<file path="src/rtl/mem_bus_arbiter.sv">
// Arbitrates the F-stage fetch and M-stage data requesters onto one memory bus with an ack watchdog.
// Define MEM_BUS_ARB_RR_EN for round-robin tie-breaking; the default gives data fixed priority.
module mem_bus_arbiter #(
    parameter int AW      = 32,
    parameter int DW      = 32,
    parameter int TIMEOUT = 255,
    parameter int TW      = 8
) (
    input  logic            clk,
    input  logic            rst,
    input  logic            inst_req,
    input  logic [AW-1:0]   inst_addr,
    output logic [DW-1:0]   inst_rdata,
    output logic            inst_ready,
    output logic            inst_err,
    input  logic            data_req,
    input  logic            data_we,
    input  logic [DW/8-1:0] data_be,
    input  logic [AW-1:0]   data_addr,
    input  logic [DW-1:0]   data_wdata,
    output logic [DW-1:0]   data_rdata,
    output logic            data_ready,
    output logic            data_err,
    output logic            mem_req,
    output logic            mem_we,
    output logic [DW/8-1:0] mem_be,
    output logic [AW-1:0]   mem_addr,
    output logic [DW-1:0]   mem_wdata,
    input  logic [DW-1:0]   mem_rdata,
    input  logic            mem_ack
);

    localparam int BW = DW / 8;
    localparam logic [TW-1:0] TIMEOUT_CNT = TW'(TIMEOUT);

    typedef enum logic [1:0] {IDLE, BUSY, RESP} state_t;

    state_t          state_q, state_d;
    logic [TW-1:0]   wd_q, wd_d, wd_inc;
    logic            grant_data_q, grant_data_d;
    logic            pick_data;
    logic            mem_req_q, mem_req_d;
    logic            mem_we_q, mem_we_d;
    logic [BW-1:0]   mem_be_q, mem_be_d;
    logic [AW-1:0]   mem_addr_q, mem_addr_d;
    logic [DW-1:0]   mem_wdata_q, mem_wdata_d;
    logic [DW-1:0]   inst_rdata_q, inst_rdata_d;
    logic            inst_ready_q, inst_ready_d;
    logic            inst_err_q, inst_err_d;
    logic [DW-1:0]   data_rdata_q, data_rdata_d;
    logic            data_ready_q, data_ready_d;
    logic            data_err_q, data_err_d;
`ifdef MEM_BUS_ARB_RR_EN
    logic            last_data_q, last_data_d;
`endif

    always_comb begin
`ifdef MEM_BUS_ARB_RR_EN
        // On a tie the side not served last wins; reset value 0 means "inst was last".
        pick_data = data_req && (!inst_req || !last_data_q);
`else
        pick_data = data_req;
`endif
    end

    always_comb begin
        state_d      = state_q;
        wd_inc       = wd_q + 1'b1;
        wd_d         = wd_q;
        grant_data_d = grant_data_q;
        mem_req_d    = mem_req_q;
        mem_we_d     = mem_we_q;
        mem_be_d     = mem_be_q;
        mem_addr_d   = mem_addr_q;
        mem_wdata_d  = mem_wdata_q;
        inst_rdata_d = inst_rdata_q;
        data_rdata_d = data_rdata_q;
        inst_ready_d = 1'b0;
        data_ready_d = 1'b0;
        inst_err_d   = 1'b0;
        data_err_d   = 1'b0;
`ifdef MEM_BUS_ARB_RR_EN
        last_data_d  = last_data_q;
`endif

        unique case (state_q)
            IDLE: begin
                if (inst_req || data_req) begin
                    state_d      = BUSY;
                    wd_d         = '0;
                    grant_data_d = pick_data;
                    mem_req_d    = 1'b1;
                    mem_we_d     = pick_data ? data_we : 1'b0;
                    mem_be_d     = pick_data ? data_be : '1;
                    mem_addr_d   = pick_data ? data_addr : inst_addr;
                    mem_wdata_d  = pick_data ? data_wdata : '0;
`ifdef MEM_BUS_ARB_RR_EN
                    last_data_d  = pick_data;
`endif
                end
            end
            BUSY: begin
                wd_d = wd_inc;
                if (mem_ack) begin
                    state_d   = RESP;
                    mem_req_d = 1'b0;
                    if (grant_data_q) begin
                        data_rdata_d = mem_rdata;
                        data_ready_d = 1'b1;
                    end else begin
                        inst_rdata_d = mem_rdata;
                        inst_ready_d = 1'b1;
                    end
                end else if (wd_inc == TIMEOUT_CNT) begin
                    state_d   = RESP;
                    mem_req_d = 1'b0;
                    if (grant_data_q) begin
                        data_rdata_d = '0;
                        data_ready_d = 1'b1;
                        data_err_d   = 1'b1;
                    end else begin
                        inst_rdata_d = '0;
                        inst_ready_d = 1'b1;
                        inst_err_d   = 1'b1;
                    end
                end
            end
            RESP: begin
                state_d = IDLE;
            end
            default: begin
                state_d = IDLE;
            end
        endcase
    end

    always_ff @(posedge clk) begin
        if (!rst) begin
            state_q      <= IDLE;
            wd_q         <= '0;
            grant_data_q <= 1'b0;
            mem_req_q    <= 1'b0;
            mem_we_q     <= 1'b0;
            mem_be_q     <= '0;
            mem_addr_q   <= '0;
            mem_wdata_q  <= '0;
            inst_rdata_q <= '0;
            inst_ready_q <= 1'b0;
            inst_err_q   <= 1'b0;
            data_rdata_q <= '0;
            data_ready_q <= 1'b0;
            data_err_q   <= 1'b0;
`ifdef MEM_BUS_ARB_RR_EN
            last_data_q  <= 1'b0;
`endif
        end else begin
            state_q      <= state_d;
            wd_q         <= wd_d;
            grant_data_q <= grant_data_d;
            mem_req_q    <= mem_req_d;
            mem_we_q     <= mem_we_d;
            mem_be_q     <= mem_be_d;
            mem_addr_q   <= mem_addr_d;
            mem_wdata_q  <= mem_wdata_d;
            inst_rdata_q <= inst_rdata_d;
            inst_ready_q <= inst_ready_d;
            inst_err_q   <= inst_err_d;
            data_rdata_q <= data_rdata_d;
            data_ready_q <= data_ready_d;
            data_err_q   <= data_err_d;
`ifdef MEM_BUS_ARB_RR_EN
            last_data_q  <= last_data_d;
`endif
        end
    end

    assign mem_req    = mem_req_q;
    assign mem_we     = mem_we_q;
    assign mem_be     = mem_be_q;
    assign mem_addr   = mem_addr_q;
    assign mem_wdata  = mem_wdata_q;
    assign inst_rdata = inst_rdata_q;
    assign inst_ready = inst_ready_q;
    assign inst_err   = inst_err_q;
    assign data_rdata = data_rdata_q;
    assign data_ready = data_ready_q;
    assign data_err   = data_err_q;

endmodule

</file>
<file path="config.mk">
export PLATFORM = sky130hd
export DESIGN_NAME = mem_bus_arbiter
export DESIGN_NICKNAME = d
export VERILOG_FILES = /design/src/rtl/mem_bus_arbiter.sv
export SDC_FILE = /design/constraint.sdc
export NUM_CORES = 1
export LEC_CHECK = 0
export ABC_CLOCK_PERIOD_IN_PS = 2500
export BUFFER_PORTS_ARGS = -buffer_cell sky130_fd_sc_hd__buf_2
export CAP_MARGIN = 20
export CELL_PAD_IN_SITES_DETAIL_PLACEMENT = 0
export CELL_PAD_IN_SITES_GLOBAL_PLACEMENT = 2
export CORE_MARGIN = 5
export CORE_UTILIZATION = 27
export DETAILED_ROUTE_END_ITERATION = 10
export GPL_TIMING_DRIVEN = 0
export HOLD_SLACK_MARGIN = 0.06
export PLACE_DENSITY = 0.83
export SETUP_SLACK_MARGIN = 0.1
export SLEW_MARGIN = 20
export SYNTH_ARGS = -nofsm -noshare
export SYNTH_HDL_FRONTEND = slang
export SYNTH_SLANG_ARGS = --single-unit
</file>
<file path="constraint.sdc">
create_clock -name clk -period 2.5 [get_ports clk]
set_clock_uncertainty 0.15 [all_clocks]
set_input_delay 0.25 -clock clk [delete_from_list [all_inputs] [get_ports clk]]
set_output_delay 0.25 -clock clk [all_outputs]
set_load 0.005 [all_outputs]
</file>
==> impl_results.md <==
* Outcome: finished, final reports clean
* Port bufs at between 200 and 300
* Vias/cell at 4.721
* Layout Area Growth over Synthesis at 57.34%
* Reg2reg setup slack at roughly 250 ps
* Critical path's slowest cell: dfxtp_1
* Number of synthesized flops with an enable pin at 0
* Synth unique cells at 44
* GP Congestion at around 0.75
* Fin worst setup slack at 254.4 ps
* Initial antenna violation count at 0
* Drt drc at 0
* Final #Nets at between 1000 and 1500
* Share of layout cells above drive strength 1 at 30.46%
* Gate power share at 17.7%
* Final HPWL DP at roughly 16 mm
* Die area at around 26000 um2
* Worst skew pair latency at 420 ps
* Placeable Area at roughly 23000 um2
* Max_slew headroom at about half
* Final wirelength at 22.25 mm
* Initial Utilization at roughly 27%
* Placed cells at 1184
* Via count at approximately 6300
* Hold wc startpoint: data_addr[4]
* FF-to-FF path depth at 8
* Worst Hold End: mem_addr[4]
* Global Route Usage Sum at about 16%
* Switching power at 1.720 mW
* Final Hold Fails at 0
* Worst hold slack at a little under 70 ps
* Boundary Pins at approximately 280
* Chip Height at around 160 um
* CTS tree: done
* Max Clk Rate at approximately 450 MHz
* # diodes at 0
* Largest net degree at the start of global routing at 17
* Type of origin of the critical path: register
* Syn avg cell area at around 10 um2
* Final Cycle Share at roughly 90%
* Post-Layout Cell Count at around 1300
* DP Area at between 7000 and 8000 um2
* First DRT Iteration DRCs at between 300 and 400
* Worst Tran Pin Value at approximately 750 ps
* DR WL/cell at 16.58 um
* Hold Path Class: primary input to register
* First-pass iteration count of the detailed router at 4
* Most frequent cells in the layout: buf_2 (282), dfxtp_1 (149), dlygate4sd3_1 (126)
* Pins Over Slew Limit at 0
* Clock sinks at around 150
* First-pass GRT wire length at approximately 35 mm
* Setup TNS at 0 ps
* Data required, critical path at 2660 ps
* YS warnings at 0
* Clock power frac at around two fifths
* Root Driver: clkbuf_16
* Critical path arrival at ~2400 ps
* Remaining Overflow, GRT at 0
* Inserted Clock Buffers at 17
* Overall power at roughly 6.3 mW
* Worst setup path class: register to register
* Crit end category: register
* Asr flop ratio synth at 0%
* Clock slew at reported path FFs at 60 ps
* Register bit total from synthesis at approximately 150
* H-tree depth at 4
* WHS Path Cells at 4
* CP cell instances: ha_1, buf_2, xor2_1, and3_1, a31oi_4, buf_6, buf_6, a221o_1
* Post-cts gate resize count at 0
* Commonest non-fill, non-tap cell in the layout: buf_2
* Die X at around 160 um
* Pwr dens at around 650 nW/um2
* Peak supply drop at approximately 0.35 mV
* Crit-path most repeated cell: buf_6
* R2R Path Start: wd_q[1]
* Post-route cell area at between 9000 and 10000 um2
* Min cycle time layout at roughly 2200 ps
* RSZ-0062 raised after global routing: false
* Netlist Area Pre-Place at just over 6000 um2
* P_int at between 4 and 5 mW
* Cells after Synth at roughly 630
* Crit-path max cell delay at approximately 430 ps
* Number of routed nets with antenna violations at 0
* Flop pwr share at a little over two fifths
* Ys flop type: dfxtp_1
* Post-place setup slack at ~54 ps
* CTS max path bufs at 2
* Vias in the first global route at between 6000 and 7000
* Seq/Total Area, Yosys at a little under half
* Syn_nets at about 770
* Sw Ratio at 27.11%
* Row count at 55
* R2r endpoint: data_rdata[8]
* Leakage at roughly 5 nW
* Maxcap violations at 0
* Max Fanout on Critical Path at 10
* Number of endpoints failing setup at the final stage at 0
* Fin util at 43.15%
## worst max-delay path: cells and delay by family (launching register included)
family | cells | cell delay (ps)
simple gates | 1 | 280
xor+xnor | 1 | 150
fa+ha+maj | 1 | 170
flops | 1 | 430
compound gates | 2 | 460
buf+inv | 3 | 480
## layout make-up
| class | count | area [um2] |
|---|---|---|
| clock inverters | 12 | 145.1 |
| repair buffers | 400 | 2633 |
| flip-flops and latches | 149 | 2983 |
| multi-input cells | 411 | 2938 |
| plain buffers | 63 | 299.0 |
| fillers | 2241 | 12910 |
| clock buffers | 20 | 436.7 |
| inverters | 2 | 7.507 |
| well taps | 285 | 356.6 |
## state kept, by name, summed over array words and instances (netlist names), 2 cells and up
name        cells
data_rdata     32
inst_rdata     32
mem_addr       32
mem_be          4
mem_wdata      32
state_q         2
wd_q            8
## synth_stat cells (4+ instances only)
cell type  number  area (um2)
and2_1         33       206.5
mux2i_1        33       330.3
buf_2           8       40.04
a21boi_1       30       225.2
a21oi_1         4       20.02
o211a_1        40       400.4
nor3_1          4       20.02
dfxtp_1       149        2983
buf_6           6       67.56
o21ai_0         5       25.02
and3_1         36       225.2
nand3b_1        5       37.54
nand3_1        37       185.2
a21boi_0        6       45.04
a221o_1        64       640.6
nor2_1          7       26.28
clkbuf_1       46       172.7
nand2_1        76       285.3
## worst max-delay path by stage
| stage | from | endpoint | slack [ps] | depth (start not counted) |
|---|---|---|---|---|
| 3_5_place_dp | rst | wd_q[7] | 50 | 5 |
| 3_3_place_gp | rst | mem_addr[0] | 100 | 5 |
| 2_1_floorplan | wd_q[1] | data_rdata[10] | 470 | 8 |
| 4_1_cts | wd_q[1] | data_rdata[8] | 260 | 8 |
| 6_report | wd_q[1] | data_rdata[8] | 250 | 8 |
| 5_1_grt | wd_q[1] | data_rdata[21] | 130 | 8 |
## logic make-up (layout without fill, tap and decap cells)
kind of cell / count (synthesis) / after routing / share of synthesized area, %
multiplexers: 33 / 33 / 5.304
flip-flops: 149 / 149 / 47.90
XOR/XNOR: 2 / 2 / 0.2813
AO/OA/AOI/OAI: 161 / 161 / 23.57
AND/OR/NAND/NOR: 213 / 213 / 17.62
buffers and inverters: 65 / 497 / 4.923
adder cells (fa/ha/maj): 2 / 2 / 0.4018
## layer usage
| metal | up-vias | global-route usage (%) | part of all wire, % |
|---|---|---|---|
| met5 | - | 0 | 0 |
| met4 | 0 | 5.767 | 2.5 |
| met3 | 37 | 3.984 | 4.8 |
| met2 | 160 | 28.63 | 50 |
| met1 | 2987 | 19.87 | 43 |
| li1 | 3152 | - | - |
## what timing repair did
action | CTS | global route
buffers inserted | 0 | 0
endpoints found under the hold margin | 133 | 0
hold buffers | 126 | 0
## power groups by stage
| stage | sequential, mW | clock, mW | combinational [mW] |
|---|---|---|---|
| 2_1_floorplan | 2.73 | 0 | 0.461 |
| 3_3_place_gp | 2.71 | 0 | 0.959 |
| 3_5_place_dp | 2.72 | 0 | 0.964 |
| 4_1_cts | 2.67 | 2.63 | 1.13 |
| 5_1_grt | 2.69 | 2.73 | 1.24 |
| 6_report | 2.67 | 2.56 | 1.12 |
No activity file was read; power rests on OpenSTA's default activity.
